**src/rtl/muldiv_arbiter.sv**
```systemverilog
// Two-lane round-robin arbiter in front of one shared multiply/divide unit.
// The granted op is latched, issued with a start pulse and its result is returned to the owning lane.
module muldiv_arbiter (
    input  logic        clk,
    input  logic        rst,
    input  logic        flush,
    input  logic        req0_valid,
    input  logic [7:0]  req0_opcode,
    input  logic [63:0] req0_op1,
    input  logic [63:0] req0_op2,
    input  logic        req1_valid,
    input  logic [7:0]  req1_opcode,
    input  logic [63:0] req1_op1,
    input  logic [63:0] req1_op2,
    output logic        req0_done,
    output logic [63:0] req0_data,
    output logic        req1_done,
    output logic [63:0] req1_data,
    output logic        stall0,
    output logic        stall1,
    output logic        mdu_start,
    output logic        mdu_is_div,
    output logic [7:0]  mdu_opcode,
    output logic [63:0] mdu_op1,
    output logic [63:0] mdu_op2,
    output logic        mdu_kill,
    input  logic        mdu_finish,
    input  logic [63:0] mdu_result
);

    localparam logic [7:0] INST_DIV   = 8'h54;
    localparam logic [7:0] INST_DIVU  = 8'h55;
    localparam logic [7:0] INST_REM   = 8'h56;
    localparam logic [7:0] INST_REMU  = 8'h57;
    localparam logic [7:0] INST_DIVW  = 8'h59;
    localparam logic [7:0] INST_DIVUW = 8'h5A;
    localparam logic [7:0] INST_REMUW = 8'h5B;
    localparam logic [7:0] INST_REMW  = 8'h5C;

    typedef enum logic [1:0] {IDLE, START, BUSY, DONE} state_t;

    state_t      r_state;
    logic        r_ptr;
    logic        r_owner;
    logic        r_is_div;
    logic [7:0]  r_opcode;
    logic [63:0] r_op1;
    logic [63:0] r_op2;
    logic [63:0] r_result;
    logic [63:0] r_data0;
    logic [63:0] r_data1;

    logic        w_grant;
    logic        w_grant_lane;
    logic [7:0]  w_sel_opcode;
    logic [63:0] w_sel_op1;
    logic [63:0] w_sel_op2;
    logic        w_sel_is_div;
    logic        w_done0;
    logic        w_done1;

    // Lane ptr only has priority when both lanes compete.
    always_comb begin
        w_grant      = (r_state == IDLE) & (req0_valid | req1_valid) & ~flush;
        w_grant_lane = (req0_valid & req1_valid) ? r_ptr : req1_valid;
        w_sel_opcode = w_grant_lane ? req1_opcode : req0_opcode;
        w_sel_op1    = w_grant_lane ? req1_op1 : req0_op1;
        w_sel_op2    = w_grant_lane ? req1_op2 : req0_op2;
        case (w_sel_opcode)
            INST_DIV, INST_DIVU, INST_DIVW, INST_DIVUW,
            INST_REM, INST_REMU, INST_REMW, INST_REMUW: w_sel_is_div = 1'b1;
            default:                                    w_sel_is_div = 1'b0;
        endcase
    end

    always_ff @(posedge clk) begin
        if (rst) begin
            r_state  <= IDLE;
            r_ptr    <= 1'b0;
            r_owner  <= 1'b0;
            r_is_div <= 1'b0;
            r_opcode <= '0;
            r_op1    <= '0;
            r_op2    <= '0;
            r_result <= '0;
            r_data0  <= '0;
            r_data1  <= '0;
        end else begin
            case (r_state)
                IDLE: begin
                    if (w_grant) begin
                        r_owner  <= w_grant_lane;
                        r_is_div <= w_sel_is_div;
                        r_opcode <= w_sel_opcode;
                        r_op1    <= w_sel_op1;
                        r_op2    <= w_sel_op2;
                        r_state  <= START;
                    end
                end
                START: begin
                    r_state <= flush ? IDLE : BUSY;
                end
                BUSY: begin
                    if (flush) begin
                        r_state <= IDLE;
                    end else if (mdu_finish) begin
                        r_result <= mdu_result;
                        r_state  <= DONE;
                    end
                end
                DONE: begin
                    // A flushed result is never delivered, so neither the lane data nor the priority moves.
                    if (!flush) begin
                        r_ptr <= ~r_owner;
                        if (r_owner) begin
                            r_data1 <= r_result;
                        end else begin
                            r_data0 <= r_result;
                        end
                    end
                    r_state <= IDLE;
                end
                default: r_state <= IDLE;
            endcase
        end
    end

    assign w_done0 = ~rst & ~flush & (r_state == DONE) & ~r_owner;
    assign w_done1 = ~rst & ~flush & (r_state == DONE) & r_owner;

    // Everything is forced low while reset is held, even before the state register settles.
    assign req0_done  = w_done0;
    assign req1_done  = w_done1;
    assign req0_data  = rst ? '0 : (w_done0 ? r_result : r_data0);
    assign req1_data  = rst ? '0 : (w_done1 ? r_result : r_data1);
    assign stall0     = ~rst & req0_valid & ~w_done0;
    assign stall1     = ~rst & req1_valid & ~w_done1;
    assign mdu_start  = ~rst & ~flush & (r_state == START);
    assign mdu_kill   = ~rst & flush & (r_state != IDLE);
    assign mdu_is_div = ~rst & r_is_div;
    assign mdu_opcode = rst ? '0 : r_opcode;
    assign mdu_op1    = rst ? '0 : r_op1;
    assign mdu_op2    = rst ? '0 : r_op2;

endmodule

```
**config.mk**
```make
export PLATFORM = sky130hd
export DESIGN_NAME = muldiv_arbiter
export DESIGN_NICKNAME = d
export VERILOG_FILES = /design/src/rtl/muldiv_arbiter.sv
export SDC_FILE = /design/constraint.sdc
export NUM_CORES = 1
export LEC_CHECK = 0
export BUFFER_PORTS_ARGS = -buffer_cell sky130_fd_sc_hd__buf_4
export CAP_MARGIN = 5
export CORE_AREA = 2 2 236 238
export CTS_CLUSTER_SIZE = 10
export DETAILED_ROUTE_END_ITERATION = 10
export DIE_AREA = 0 0 238 240
export PLACE_DENSITY = 0.55
export SLEW_MARGIN = 40
export SYNTH_ARGS = -nofsm -noshare
export SYNTH_HDL_FRONTEND = slang
export SYNTH_SLANG_ARGS = --single-unit
```
**constraint.sdc**
```tcl
create_clock -name clk -period 1.6 [get_ports clk]
set_clock_uncertainty 0.2 [all_clocks]
set_input_delay 0.24 -clock clk [delete_from_list [all_inputs] [get_ports clk]]
set_output_delay 0.24 -clock clk [all_outputs]
set_load 0.02 [all_outputs]
```
==> reports/metrics.csv, run 1 <==
metric;value;unit
yosys-top-cells-count;nand2_1 (524), dfxtp_1 (333), a21oi_1 (322);
status;finished, violations left;
finalHoldViolCount;0;
viasPerCell;5.00;
syn_inst;1950;
netlist_area;14900;sq um
vias;19164;
setup_ws;-907;ps
grt_overflow_total;0;
worstPathCellList;nor2b_4, and3_4, buf_12, buf_16, nand2_8, a21oi_4, buf_6;
drc_errors;0;
cts_made_buffers;42;
post-route-min-period;2510;ps
drt_iter0_drc;1046;
cts-root-buf;clkbuf_16;
yosys.area.top_type;dfxtp_1;
grt_use_total;24.6;%
antenna_found_initial;26;
max-clock-path-buffers;3;
ant_nets;0;
design.die.area;57100;sq um
async_reset_ff_share;0;%
syn_area_per_cell;7.63;sq um
cts.htree.levels;2;
setup_viol;509;
die_y;240;microns
synthFlopType;dfxtp_1;
synthesis.nets;2292;
start_util;27.2;%
leakage;13.5;nW
required;1160;ps
crit_arrival;2070;ps
place_congestion;0.889;
rsz0062_at_grt;yes;
synth_edf_count;0;
start_kind;flop;
critPathTopFamily;buffers and inverters;
dp_hpwl;48800;microns
grt_pass1_wl;110000;microns
max-vdd-ir-drop;0.782;mV
max_stage_delay;340;ps
clkTransAtPathRegs;60;ps
slowest_stage;dfxtp_2;
crit_path_end_kind;primary output;
cts_sinks;333;
max_cap_violations;0;
cp_max_fo;8;
grt_max_degree;66;
coreArea;54700;sq um
crit_type;reg2out;
synth.area.top_cells;dfxtp_1 (45%), nand2_1 (13%), a21oi_1 (11%), nor2b_1 (5.8%), a311oi_1 (5.3%);
io_buffers;612;
insertion_delay;570;ps
die_w;238;microns
whs;30.1;ps
cts_tree;done;
final.setup.tns;-169450;ps
wl_per_cell;20.0;microns
grt_pass1_vias;19214;
failed_checks;negative setup slack;
cp_num_buf_inv;3;
layout-drive-gt1-share;44.8;%
synth_cell_types;31;
io-pin-count;613;
first_pass_iters;7;
routed_wl;76700;microns
finalPower;0.0228;W
final_nets;3425;
placementRows;86;
yosysMostFrequentCell;nand2_1;
slew_headroom;71.3;%
yosysWarnings;0;
max_freq;399;MHz
slew_viol_final;0;
min_period_over_period;157;%
synth.ff_latch_count;333;
tightest_slew;430;ps
power_density;724;nW/um^2
synth_top_cell_area_share;44.8;%
area.growth.synth_to_final;111;%
hp-class;in2reg;
seq_area_frac_synth;44.8;%
-- layout make-up --
| type | instances | area, sq um |
|---|---|---|
| clock buffer | 59 | 1230 |
| timing repair buffer | 1276 | 12700 |
| clock inverter | 6 | 52.6 |
| antenna | 24 | 60.1 |
| fill | 4628 | 23200 |
| multi-input combinational | 1429 | 9840 |
| sequential | 333 | 6670 |
| tap | 704 | 881 |
| inverter | 1 | 3.75 |
-- worst min-delay path: stages --
cell,delay [ps]
buf_8,170
buf_12,210
a21oi_1,120
-- repair_timing --
item                       4_1_cts  5_1_grt
gates cloned                    23       21
setup buffers                   35       42
pin swaps                       43      142
hold endpoints to repair       213        0
hold buffers                   345        0
resized for setup              171      233
setup endpoints to repair      470      578
-- cells in the final DEF (no fill, tap or decap), types with 2 or more instances in the layout --
master and n:
a21oi_2 51, dlygate4sd3_1 345, buf_8 8, nand2_1 320
nand3_1 137, dfxtp_1 330, bufbuf_16 4, buf_16 20
nand2_8 13, nor2_1 137, nand2_4 112, clkbuf_1 7
clkinv_8 2, nor3b_1 2, nand2_2 80, o31ai_1 2
a21oi_4 79, buf_12 70, nand3b_1 2, clkinv_2 4
diode_2 24, xnor2_1 3, dfxtp_2 2, a311oi_2 50
nor2b_1 138, clkbuf_8 9, buf_4 687, nor3b_4 2
o21ai_0 5, clkbuf_16 63, a311oi_1 85, nor2_4 3
buf_6 122, a21oi_1 192
-- state kept, by name, indices dropped and copies added (netlist names) --
register,cells
r_data0,64
r_data1,64
r_op1,64
r_op2,64
r_result,64
r_opcode,8
r_state,2
r_is_div,1
r_owner,1
r_ptr,1
-- routing by layer --
layer | up-vias | routed length [microns] | track usage [%]
li1 | 8969 | - | -
met2 | 784 | 38300 | 43.0
met4 | 2 | 3300 | 11.0
met5 | - | 14 | 0
met3 | 204 | 5150 | 5.75
met1 | 9205 | 30000 | 28.7
-- final timing paths --
check | to | slack (ps) | startpoint | cells after the start
worst max-delay path | req1_data[49] | -910 | r_state[1] | 7
worst min register to register | r_data1[34] | 270 | r_data1[34] | 2
worst max register to register | r_op2[11] | -430 | r_state[0] | 9
worst min-delay path | r_data0[60] | 30 | rst | 3
-- metrics by stage --
step	utilization, %	cell area (sq um)	instances	setup slack, ps
floorplan	-	16700	1950	-266
global placement	42.7	23300	3282	-385
detailed placement	42.7	23300	3282	-407
CTS	54.2	29700	3750	-907
global route	57.5	31400	3830	-980
finish	57.5	31400	3832	-907
-- where the power goes --
group	internal (W)	leakage, nW	total, W	switching, W
logic	0.00266	10.1	0.00484	0.00218
registers	0.00862	2.71	0.00881	0.000185
clock network	0.00529	0.632	0.00911	0.00383
total	0.0166	13.5	0.0228	0.00619
-- cell families (layout without fill, tap and decap cells) --
group / count (synthesis) / after routing / synth area share (%)
buf+inv: 188 / 1342 / 5.82
simple gates: 960 / 960 / 28.2
xor+xnor: 3 / 3 / 0.177
compound gates: 465 / 465 / 21.0
mux: 1 / 1 / 0.0672
other cells: 0 / 24 / 0
flops: 333 / 333 / 44.8
Power figures use the tool's default switching activity.
==> run 2: changes to the inputs <==
Settings changed: CORE_AREA 2 2 236 238 to 2 2 241 243, DIE_AREA 0 0 238 240 to 0 0 243 245, PLACE_DENSITY 0.55 to 0.53.
==> reports/metrics.csv, run 2 (same netlist as run 1, synthesis figures left out) <==
metric;value;unit
final_cell_mix;buf_4 (691), nand2_1 (372), dlygate4sd3_1 (339), dfxtp_1 (330), a21oi_1 (193);
max-vdd-ir-drop;0.640;mV
crit_arrival;2050;ps
p_sw;0.00613;W
grt_pass1_wl;106000;microns
hold_buffers;339;
cts_made_buffers;43;
cts.htree.levels;2;
leakage;12.8;nW
die_w;243;microns
io-pin-count;613;
cts-root-buf;clkbuf_16;
cts_sinks;333;
status;finished, violations left;
final_nets;3385;
area.growth.synth_to_final;104;%
placementRows;88;
cp_max_fo;7;
seq_power_share;39.0;%
io_buffers;612;
dp_hpwl;49600;microns
layout_commonest_cell;buf_4;
max_cap_violations;0;
setup_ws;-889;ps
slew_headroom;72.8;%
setup_viol;475;
max-clock-path-buffers;3;
start_util;26.1;%
crit_type;reg2out;
clkTransAtPathRegs;60;ps
place_inst;3356;
antenna_found_initial;20;
min_period_over_period;156;%
required;1160;ps
viasPerCell;4.87;
insertion_delay;560;ps
finalHoldViolCount;1;
slew_viol_final;0;
failed_checks;negative hold slack, negative setup slack;
ant_nets;0;
p_sw_share;27.1;%
start_kind;flop;
vias;18771;
layout-drive-gt1-share;43.3;%
fillers;5075;
p_clk_share;40.9;%
first_pass_iters;5;
max_freq;402;MHz
regArea;6670;sq um
p_comb_share;20.2;%
tightest_slew;407;ps
post-route-min-period;2490;ps
drt_iter0_drc;946;
whs;-18.2;ps
hp-class;in2reg;
grt_overflow_total;0;
design.die.area;59500;sq um
crit_path_end_kind;primary output;
dpl_worst_slack;-469;ps
routed_wl;74600;microns
place_congestion;0.892;
cts_tree;done;
coreArea;57000;sq um
power_density;745;nW/um^2
internal-power;0.0165;W
multiInputGateArea;9510;sq um
rsz0062_at_grt;yes;
finalNonFillerCells;3853;
wl_per_cell;19.4;microns
die_y;245;microns
drc_errors;0;
grt_use_total;22.4;%
grt_max_degree;56;
grt_pass1_vias;18934;
## run 2: power by group through the flow
stage	Sequential [W]	Clock (W)	Combinational [W]
6_report	0.00881	0.00923	0.00455
2_1_floorplan	0.00890	0	0.00173
3_3_place_gp	0.00895	0	0.00329
5_1_grt	0.00883	0.00980	0.00483
4_1_cts	0.00878	0.00945	0.00406
3_5_place_dp	0.00896	0	0.00332
## run 2: layout make-up
class / instances / area share (%)
Timing Repair Buffer: 1235 / 39.0
Clock inverter: 7 / 0.186
Multi-Input combinational cell: 1429 / 31.3
Sequential cell: 333 / 22.0
Inverter: 1 / 0.0124
Antenna cell: 21 / 0.173
Clock buffer: 62 / 4.15
Tap cell: 765 / 3.15
## run 2: worst paths after layout
kind / end / slack, ps / startpoint / depth (start not counted)
setup / recovery: req1_data[30] / -890 / r_state[1] / 7
hold / removal: r_opcode[3] / -20 / req0_valid / 4
hold reg to reg: r_data0[45] / 270 / r_data0[45] / 2
setup reg to reg: r_op1[42] / -510 / r_state[1] / 9
## run 2: critical path: stages (launching register included)
cell,delay (ps)
dfxtp_2,340
nor2b_4,160
and3_4,210
buf_12,150
clkbuf_16,220
nand2_4,70
a21oi_4,180
buf_6,140
## run 2: metrics by stage
step                      utilization [%]  setup TNS [ps]  area (sq um)  power, W
after floorplan                         -          -21990         16700    0.0106
after global placement               41.2         -108690         23500    0.0122
after detailed placement             41.2         -118600         23500    0.0123
after CTS                            50.4         -167460         28700    0.0223
after global routing                 53.2         -216870         30300    0.0235
final                                53.2         -175880         30300    0.0226
## run 2: repair_timing
action / 4_1_cts / 5_1_grt
resized for setup: 98 / 185
setup buffers: 10 / 33
endpoints found under the hold margin: 204 / 1
cloned: 3 / 24
pin swaps: 11 / 69
setup endpoints to repair: 519 / 554
## run 2: metal layers
metal,global-route usage [%],wire length (microns),vias up
li1,-,-,8881
met4,9.92,3170,4
met3,6.05,5240,205
met1,25.3,28800,9005
met5,0,24,-
met2,39.6,37300,676
